[config.mk]
export PLATFORM = sky130hd
export DESIGN_NAME = restoring_divider_flat
export DESIGN_NICKNAME = d
export VERILOG_FILES = /design/src/rtl/restoring_divider_if.sv /design/src/rtl/restoring_divider.sv /design/src/flat_wrapper.sv
export SDC_FILE = /design/constraint.sdc
export NUM_CORES = 1
export LEC_CHECK = 0
export ABC_CLOCK_PERIOD_IN_PS = 3200
export BUFFER_PORTS_ARGS = -buffer_cell sky130_fd_sc_hd__buf_2
export CORE_AREA = 2 2 127 116
export CTS_BUF_LIST = sky130_fd_sc_hd__clkbuf_2 sky130_fd_sc_hd__clkbuf_4 sky130_fd_sc_hd__clkbuf_8
export DETAILED_ROUTE_END_ITERATION = 7
export DIE_AREA = 0 0 129 118
export PLACE_DENSITY = 0.6
export RECOVER_POWER = 50
export SYNTH_ARGS = -nofsm -noshare
export SYNTH_HDL_FRONTEND = slang
export SYNTH_SLANG_ARGS = --single-unit
[constraint.sdc]
create_clock -name clk -period 3.2 [get_ports clk]
set_clock_uncertainty 0.2 [all_clocks]
set_input_delay 0.16 -clock clk [delete_from_list [all_inputs] [get_ports clk]]
set_output_delay 0.16 -clock clk [all_outputs]
set_load 0.01 [all_outputs]
[src/rtl/restoring_divider_if.sv]
// Operand and result handshake bundle for restoring_divider.
// Handshake: a transfer happens on a rising clk edge where valid && ready are both high;
// the producer holds valid and data stable until that edge, and ready never waits on valid.
interface restoring_divider_if #(
  parameter int WIDTH = 16
);
  logic             src_valid;
  logic             src_ready;
  logic [WIDTH-1:0] dividend;
  logic [WIDTH-1:0] divisor;
  logic             dest_valid;
  logic             dest_ready;
  logic [WIDTH-1:0] quotient;
  logic [WIDTH-1:0] remainder;
  logic             div_by_zero;

  modport master (
    output src_valid, dividend, divisor, dest_ready,
    input  src_ready, dest_valid, quotient, remainder, div_by_zero
  );

  modport slave (
    input  src_valid, dividend, divisor, dest_ready,
    output src_ready, dest_valid, quotient, remainder, div_by_zero
  );
endinterface

[src/rtl/restoring_divider.sv]
// Sequential restoring divider, one quotient bit per clock, valid/ready on both sides.
// Define RESTORING_DIVIDER_SIGNED_EN for two's-complement operands (default: unsigned).
module restoring_divider #(
  parameter int WIDTH = 16
) (
  input  logic                clk,
  input  logic                rst,
  restoring_divider_if.slave  bus,
  output logic [1:0]          fsm_state
);
  localparam int CW = $clog2(WIDTH + 1);

  typedef enum logic [1:0] {IDLE = 2'd0, BUSY = 2'd1, DONE = 2'd2} state_t;

  state_t           state;
  logic [WIDTH:0]   a;
  logic [WIDTH-1:0] q;
  logic [WIDTH-1:0] m;
  logic [WIDTH-1:0] dvd;
  logic [CW-1:0]    cnt;

  logic [WIDTH:0]   a_shift;
  logic [WIDTH:0]   a_diff;
  logic [WIDTH:0]   a_next;
  logic [WIDTH-1:0] q_next;
  logic [WIDTH-1:0] dvd_mag;
  logic [WIDTH-1:0] dsr_mag;
  logic [WIDTH-1:0] q_res;
  logic [WIDTH-1:0] r_res;
  logic             unused_bits;

  assign fsm_state   = state;
  // A stays below M, so its top bit is always zero going into a shift.
  assign unused_bits = a[WIDTH] ^ a_next[WIDTH];

  always_comb begin
    a_shift = {a[WIDTH-1:0], q[WIDTH-1]};
    a_diff  = a_shift - {1'b0, m};
    a_next  = a_shift;
    q_next  = {q[WIDTH-2:0], 1'b0};
    if (!a_diff[WIDTH]) begin
      a_next = a_diff;
      q_next = {q[WIDTH-2:0], 1'b1};
    end
  end

`ifdef RESTORING_DIVIDER_SIGNED_EN
  logic neg_q;
  logic neg_r;

  always_comb begin
    dvd_mag = bus.dividend[WIDTH-1] ? -bus.dividend : bus.dividend;
    dsr_mag = bus.divisor[WIDTH-1]  ? -bus.divisor  : bus.divisor;
    q_res   = neg_q ? -q_next : q_next;
    r_res   = neg_r ? -a_next[WIDTH-1:0] : a_next[WIDTH-1:0];
  end

  // Sign fixes are decided at accept time; MIN/-1 falls out naturally as MIN, remainder 0.
  always_ff @(posedge clk or posedge rst) begin
    if (rst) begin
      neg_q <= 1'b0;
      neg_r <= 1'b0;
    end else if (state == IDLE && bus.src_valid) begin
      neg_q <= bus.dividend[WIDTH-1] ^ bus.divisor[WIDTH-1];
      neg_r <= bus.dividend[WIDTH-1];
    end
  end
`else
  always_comb begin
    dvd_mag = bus.dividend;
    dsr_mag = bus.divisor;
    q_res   = q_next;
    r_res   = a_next[WIDTH-1:0];
  end
`endif

  always_ff @(posedge clk or posedge rst) begin
    if (rst) begin
      state           <= IDLE;
      bus.src_ready   <= 1'b1;
      bus.dest_valid  <= 1'b0;
      bus.quotient    <= '0;
      bus.remainder   <= '0;
      bus.div_by_zero <= 1'b0;
      a               <= '0;
      q               <= '0;
      m               <= '0;
      dvd             <= '0;
      cnt             <= '0;
    end else begin
      case (state)
        IDLE: begin
          if (bus.src_valid) begin
            state         <= BUSY;
            bus.src_ready <= 1'b0;
            a             <= '0;
            q             <= dvd_mag;
            m             <= dsr_mag;
            dvd           <= bus.dividend;
            cnt           <= CW'(WIDTH);
          end
        end
        BUSY: begin
          a   <= a_next;
          q   <= q_next;
          cnt <= cnt - 1'b1;
          if (cnt == CW'(1)) begin
            state          <= DONE;
            bus.dest_valid <= 1'b1;
            if (m == '0) begin
              bus.quotient    <= '1;
              bus.remainder   <= dvd;
              bus.div_by_zero <= 1'b1;
            end else begin
              bus.quotient    <= q_res;
              bus.remainder   <= r_res;
              bus.div_by_zero <= 1'b0;
            end
          end
        end
        DONE: begin
          if (bus.dest_ready) begin
            state          <= IDLE;
            bus.dest_valid <= 1'b0;
            bus.src_ready  <= 1'b1;
          end
        end
        default: begin
          state          <= IDLE;
          bus.src_ready  <= 1'b1;
          bus.dest_valid <= 1'b0;
        end
      endcase
    end
  end
endmodule
[src/flat_wrapper.sv]
// flat-port wrapper written by rule: the top's interface ports become plain ports
module restoring_divider_flat 
#(
  parameter int WIDTH = 16
)
  (clk, rst, fsm_state, bus_src_valid, bus_dividend, bus_divisor, bus_dest_ready, bus_src_ready, bus_dest_valid, bus_quotient, bus_remainder, bus_div_by_zero);
  restoring_divider_if #(.WIDTH(WIDTH)) bus_i ();
  input  logic clk;
  input  logic rst;
  output logic [1:0] fsm_state;
  input wire logic [$bits(bus_i.src_valid)-1:0] bus_src_valid;
  input wire logic [$bits(bus_i.dividend)-1:0] bus_dividend;
  input wire logic [$bits(bus_i.divisor)-1:0] bus_divisor;
  input wire logic [$bits(bus_i.dest_ready)-1:0] bus_dest_ready;
  output wire logic [$bits(bus_i.src_ready)-1:0] bus_src_ready;
  output wire logic [$bits(bus_i.dest_valid)-1:0] bus_dest_valid;
  output wire logic [$bits(bus_i.quotient)-1:0] bus_quotient;
  output wire logic [$bits(bus_i.remainder)-1:0] bus_remainder;
  output wire logic [$bits(bus_i.div_by_zero)-1:0] bus_div_by_zero;
  assign bus_i.src_valid = bus_src_valid;
  assign bus_i.dividend = bus_dividend;
  assign bus_i.divisor = bus_divisor;
  assign bus_i.dest_ready = bus_dest_ready;
  assign bus_src_ready = bus_i.src_ready;
  assign bus_dest_valid = bus_i.dest_valid;
  assign bus_quotient = bus_i.quotient;
  assign bus_remainder = bus_i.remainder;
  assign bus_div_by_zero = bus_i.div_by_zero;
  restoring_divider #(.WIDTH(WIDTH)) u_core (.clk(clk), .rst(rst), .bus(bus_i), .fsm_state(fsm_state));
endmodule
==> flow_summary.json, run 1 <==
{
  "final_cell_mix": "dfrtp_1, nand2_1, o21ai_0, a21oi_1, buf_2",
  "postSynthAreaPerCell_sq_um": 9.42,
  "area_added_between_synthesis_and_finish_pct": 19.0,
  "worst_pin_slew_ns": 1.37,
  "met2_wirelength_mm": 6.97,
  "fmax_mhz": 336,
  "synth-seq-area-share": 0.485,
  "synth-seq-cells": 106,
  "cts_repair_resize_count": 0,
  "top_signal_layer_used": "met4",
  "maxCapViolCount": 0,
  "drtAntennaViolNets": 0,
  "first_global_vias": 4678,
  "syn-instance-count": 581,
  "ff_latch_area_sq_um": 2650,
  "net_count_of_the_mapped_netlist": 636,
  "worst_setup_hold_path_clk_slew_ns": 0.11,
  "power.static_leakage_nw": 2.89,
  "portBuffers": 72,
  "synthDistinctLibCells": 55,
  "power.density_nw_per_um2": 1210,
  "timing.final.crit_share": 0.930,
  "nNetsFinal": 729,
  "cts_made_buffers": 9,
  "path_common_cell": "inv_1",
  "detail_route.drc_violations": 0,
  "clk_lat_worst_skew_ns": 0.39,
  "initial_utilization": 0.393,
  "final_common_cell": "dfrtp_1",
  "start_kind": "flip-flop",
  "finalSetupViolCount": 0,
  "ctsLongestPathBuffers": 2,
  "grt_antenna_before_repair": 0,
  "report.final.slew_viol_count": 0,
  "min-delay-path-class": "primary input to flip-flop",
  "dp_worst_setup_slack_ns": 0.262,
  "ir_worst_vdd_v": 0.000475,
  "largest_net_degree_at_the_start_of_global_routing": 66,
  "crit_path_top_delay_cell": "fa_1",
  "finalWirelength_mm": 14.8,
  "outcome": "finished clean",
  "worst_setup_path_end_kind": "flip-flop",
  "post_synth_edffs": 0,
  "post_synth_instance_area_sq_um": 5470,
  "drt_iter0_drc": 338,
  "post_drt_wl_per_cell_microns": 17.0,
  "design.core.area_sq_um": 13900,
  "route.detailed.vias_per_inst": 5.50,
  "final-hold-violation-count": 0,
  "globalRouteTotalUtil": 0.202,
  "clock_tree_from_tritoncts": "yes",
  "cp_data_required_time_ns": 3.26,
  "num_io_pins": 73,
  "synth_ff_type": "dfrtp_1",
  "crit_path_cell_trace": "inv_1, ha_1, inv_1, fa_1, a211oi_2, nor3_2, o211ai_1, o211a_1, buf_12, mux2i_1, o21ai_0",
  "post_cts_hold_buffer_count": 34,
  "worst-endpoint-arrival_ns": 3.04,
  "route.met3.wl_microns": 594,
  "finalWorstPathRequiredPeriod_ns": 2.98,
  "final_critical_path_setup_slack_ns": 0.225,
  "combined_area_of_the_multi_input_logic_cells_sq_um": 2550,
  "overflow": 0,
  "rsz0062_at_grt": "no",
  "die_y_microns": 118,
  "place.detailed.hpwl_mm": 10.4,
  "fillerInstances": 1360,
  "synthesis.yosys.warnings": 0,
  "drive_above_1_share": 0.110,
  "root_buffer": "clkbuf_8",
  "antennaDiodeCount": 0,
  "vias": 4793,
  "global_route_wire_length_before_repair_mm": 24.3,
  "async_reset_ff_frac": 1.00,
  "cts.repair_timing.setup_buffer_count": 0,
  "drt_first_pass_iters": 5,
  "worst_path_max_stage_delay_ns": 0.42,
  "die_outline_area_sq_um": 15200,
  "cp_max_fo": 15,
  "fp-row-count": 41,
  "crit_path_class": "flip-flop to flip-flop",
  "met1_length_mm": 6.95,
  "cts_num_sinks": 106,
  "finalWeightedCongestion": 0.866,
  "fin_setup_tns_ns": 0,
  "die_width_microns": 129,
  "htreeDepth": 3,
  "slew_headroom": 0.0873
}
==> power by group <==
| part | leakage [nW] | internal [mW] | switching [mW] | total, mW |
|---|---|---|---|---|
| combinational | 1.49 | 1.87 | 2.64 | 4.51 |
| clock | 0.0930 | 0.334 | 0.492 | 0.826 |
| sequential | 1.30 | 2.02 | 0.551 | 2.57 |
| total | 2.89 | 4.22 | 3.68 | 7.91 |
==> worst paths after layout <==
| path | from | end | slack [ns] | depth (start not counted) |
|---|---|---|---|---|
| min | bus_src_valid | u_core.q[15] | 0.15 | 3 |
| min reg2reg | u_core.cnt[4] | u_core.cnt[4] | 0.28 | 1 |
| max in group asynchronous | rst | u_core.bus.remainder[14] | 0.57 | 4 |
| max reg2reg | u_core.q[15] | u_core.bus.remainder[5] | 0.22 | 11 |
| max | u_core.q[15] | u_core.bus.remainder[5] | 0.22 | 11 |
| min in group asynchronous | rst | u_core.bus.div_by_zero | 0.52 | 3 |
==> critical path: cells and delay by family, from the launching register on <==
family / cells / cell delay [ns]
compound gates: 4 / 0.93
fa+ha+maj: 2 / 0.59
buf+inv: 3 / 0.32
flops: 1 / 0.39
mux: 1 / 0.26
simple gates: 1 / 0.14
==> synthesized netlist by cell type (7+ instances only) <==
master	count	share of area
dfrtp_1	105	0.48
nand2_1	93	0.064
o21ai_0	68	0.062
a21oi_1	40	0.037
a22oi_1	25	0.034
clkbuf_1	23	0.016
inv_1	23	0.016
nor2_1	19	0.013
ha_1	18	0.041
nor2b_1	18	0.021
o22a_1	16	0.026
buf_2	11	0.010
mux2i_1	10	0.018
o21ai_1	10	0.0091
a22o_1	7	0.011
a31oi_1	7	0.0080
a32oi_1	7	0.011
==> layout make-up <==
type	count	share of cell area
Sequential cell	106	0.408
Multi-Input combinational cell	414	0.392
Timing Repair Buffer	120	0.120
Tap cell	193	0.0371
Clock buffer	11	0.0233
Inverter	23	0.0133
Clock inverter	5	0.00634
==> registers in the layout, summed over array words and instances (netlist names) <==
register and flops:
u_core.a 16, u_core.bus.quotient 16, u_core.bus.remainder 16, u_core.dvd 16
u_core.m 16, u_core.q 16, u_core.cnt 5, u_core.fsm_state 2
u_core.bus.dest_valid 1, u_core.bus.div_by_zero 1, u_core.bus.src_ready 1
==> stage by stage <==
step / area [sq um] / util / instances / power [mW] / hold slack [ns]
floorplan: 5470 / - / 581 / 5.84 / 0.0654
global placement: 6040 / 0.434 / 822 / 6.98 / 0.165
detailed placement: 6040 / 0.434 / 822 / 7.08 / 0.169
CTS: 6570 / 0.473 / 872 / 7.97 / 0.136
global route: 6510 / 0.468 / 872 / 8.58 / 0.164
finish: 6510 / 0.468 / 872 / 7.91 / 0.150
==> cell families after synthesis <==
logic type                 count (synthesis)  share of synthesized area
and+or+nand+nor                          167                      0.141
buffers and inverters                     61                     0.0487
adders and majority gates                 19                     0.0448
muxes                                     11                     0.0210
DFF                                      106                      0.485
AOI/OAI and AO/OA                        210                      0.248
xor gates and xnor gates                   7                     0.0112
==> metal layers <==
layer,track usage,vias up
met5,0,-
met4,0.0707,0
met3,0.0314,20
met2,0.310,111
met1,0.292,2394
li1,-,2268
No activity file was read; power rests on OpenSTA's default activity.
==> inputs of run 2 (changes only) <==
- ABC_CLOCK_PERIOD_IN_PS: 3200 -> 3400
- PLACE_DENSITY: 0.6 -> 0.58
- clock period: 3.2 -> 3.4 ns (I/O delays scaled with it)
==> flow_summary.json, run 2 (synthesized netlist as in run 1, its figures left out) <==
{
  "worst_setup_path_end_kind": "flip-flop",
  "cts_repair_resize_count": 0,
  "antennaDiodeCount": 0,
  "min-delay-path-class": "primary input to flip-flop",
  "num_io_pins": 73,
  "global_route_wire_length_before_repair_mm": 24.9,
  "portBuffers": 72,
  "holdPathStages": 4,
  "report.final.slew_viol_count": 60,
  "first_global_vias": 4882,
  "drt_first_pass_iters": 5,
  "area_added_between_synthesis_and_finish_pct": 19.4,
  "detail_route.drc_violations": 0,
  "drtAntennaViolNets": 0,
  "reg2reg_depth": 11,
  "die_y_microns": 118,
  "worst_r2r_startpoint": "u_core.q[15]",
  "worst-endpoint-arrival_ns": 3.16,
  "cts_num_sinks": 106,
  "reg2reg_slack_ns": 0.28,
  "drive_above_1_share": 0.113,
  "final_cell_mix": "dfrtp_1, nand2_1, o21ai_0, a21oi_1, buf_2",
  "whs_endpoint": "u_core.q[1]",
  "cp_max_fo": 14,
  "largest_net_degree_at_the_start_of_global_routing": 61,
  "ir_worst_vdd_v": 0.000493,
  "globalRouteTotalUtil": 0.206,
  "slew_headroom": -0.564,
  "finalWorstPathRequiredPeriod_ns": 3.12,
  "htreeDepth": 3,
  "maxCapViolCount": 1,
  "launching_instance_or_port_of_the_critical_path": "u_core.q[15]",
  "start_kind": "flip-flop",
  "initial_utilization": 0.393,
  "timing.final.crit_share": 0.917,
  "placed_cells_incl_taps": 824,
  "place.detailed.hpwl_mm": 10.6,
  "r2r_end": "u_core.a[5]",
  "crit_path_class": "flip-flop to flip-flop",
  "drt_iter0_drc": 350,
  "worst_setup_hold_path_clk_slew_ns": 0.10,
  "violations_in_the_final_reports": "max-capacitance violations, max-slew violations",
  "ctsLongestPathBuffers": 2,
  "fin_setup_tns_ns": 0,
  "fp-row-count": 41,
  "vias": 4817,
  "outcome": "finished, violations left",
  "grt_antenna_before_repair": 0,
  "finalSetupViolCount": 0,
  "power.static_leakage_nw": 2.91,
  "finalWeightedCongestion": 0.867,
  "die_width_microns": 129,
  "nNetsFinal": 731,
  "final-hold-violation-count": 0,
  "route.detailed.vias_per_inst": 5.51,
  "post_drt_wl_per_cell_microns": 17.1,
  "cts_made_buffers": 9,
  "power.density_nw_per_um2": 1140,
  "min-delay-start": "bus_src_valid",
  "finalWirelength_mm": 14.9,
  "clk_lat_worst_skew_ns": 0.38,
  "fin_cells": 874,
  "worst_pin_slew_ns": 2.34,
  "cp_data_required_time_ns": 3.44,
  "rsz0062_at_grt": "no",
  "fmax_mhz": 321,
  "clock_tree_from_tritoncts": "yes",
  "die_outline_area_sq_um": 15200,
  "worst_hold_slack_ns": 0.157,
  "final_common_cell": "dfrtp_1",
  "overflow": 0,
  "design.core.area_sq_um": 13900,
  "cts.repair_timing.setup_buffer_count": 0,
  "root_buffer": "clkbuf_8",
  "post_cts_hold_buffer_count": 34
}
run 2: cell types whose count changed in the layout (fill, tap and decap cells not counted), sizes merged:
cell      change
bufinv        +1
clkinv        +2
buf           +4
inv           -3
clkbuf        -1
clkinvlp      -1
run 2: worst max-delay path, stage by stage (launching register included):
cell,delay (ns)
dfrtp_1,0.39
inv_1,0.11
ha_1,0.17
inv_1,0.05
fa_1,0.43
a211oi_2,0.29
nor3_2,0.13
o211ai_1,0.28
o211a_1,0.25
buf_4,0.27
mux2i_1,0.28
o21ai_0,0.11
run 2: metal layers:
metal	share of wire	up-vias	track usage
li1	-	2269	-
met4	0.013	0	0.0510
met1	0.46	2397	0.290
met3	0.048	17	0.0414
met5	0	-	0
met2	0.48	134	0.327
run 2: through the flow:
step | setup slack (ns) | instance area [sq um] | power, mW | utilization
final | 0.284 | 6530 | 7.46 | 0.470
after detailed placement | 0.321 | 6030 | 6.63 | 0.434
after global placement | 0.420 | 6030 | 6.53 | 0.434
after floorplan | 0.243 | 5470 | 5.50 | -
after CTS | 0.268 | 6570 | 7.51 | 0.473
after global routing | 0.0253 | 6530 | 8.12 | 0.470
run 2: worst max-delay path by stage:
| stage | endpoint | slack [ns] | depth (start not counted) |
|---|---|---|---|
| 3_3_place_gp | u_core.bus.remainder[0] | 0.42 | 11 |
| 2_1_floorplan | u_core.a[0] | 0.24 | 1 |
| 3_5_place_dp | u_core.a[5] | 0.32 | 11 |
| 4_1_cts | u_core.bus.remainder[5] | 0.27 | 11 |
| 5_1_grt | u_core.a[5] | 0.03 | 11 |
| 6_report | u_core.a[5] | 0.28 | 11 |
run 2: where the power goes:
group	total (mW)	switching (mW)	internal [mW]	leakage [nW]
clock	0.833	0.455	0.378	0.103
combinational	4.23	2.50	1.74	1.50
sequential	2.39	0.494	1.90	1.30
run 2: cell type report:
| type | instances | area [sq um] |
|---|---|---|
| clock buffers | 12 | 153 |
| clock inverters | 4 | 51.3 |
| fillers | 1348 | 7370 |
| inverters | 23 | 86.3 |
| multi-input cells | 414 | 2550 |
| flip-flops and latches | 106 | 2650 |
| well taps | 193 | 241 |
| repair buffers | 122 | 791 |
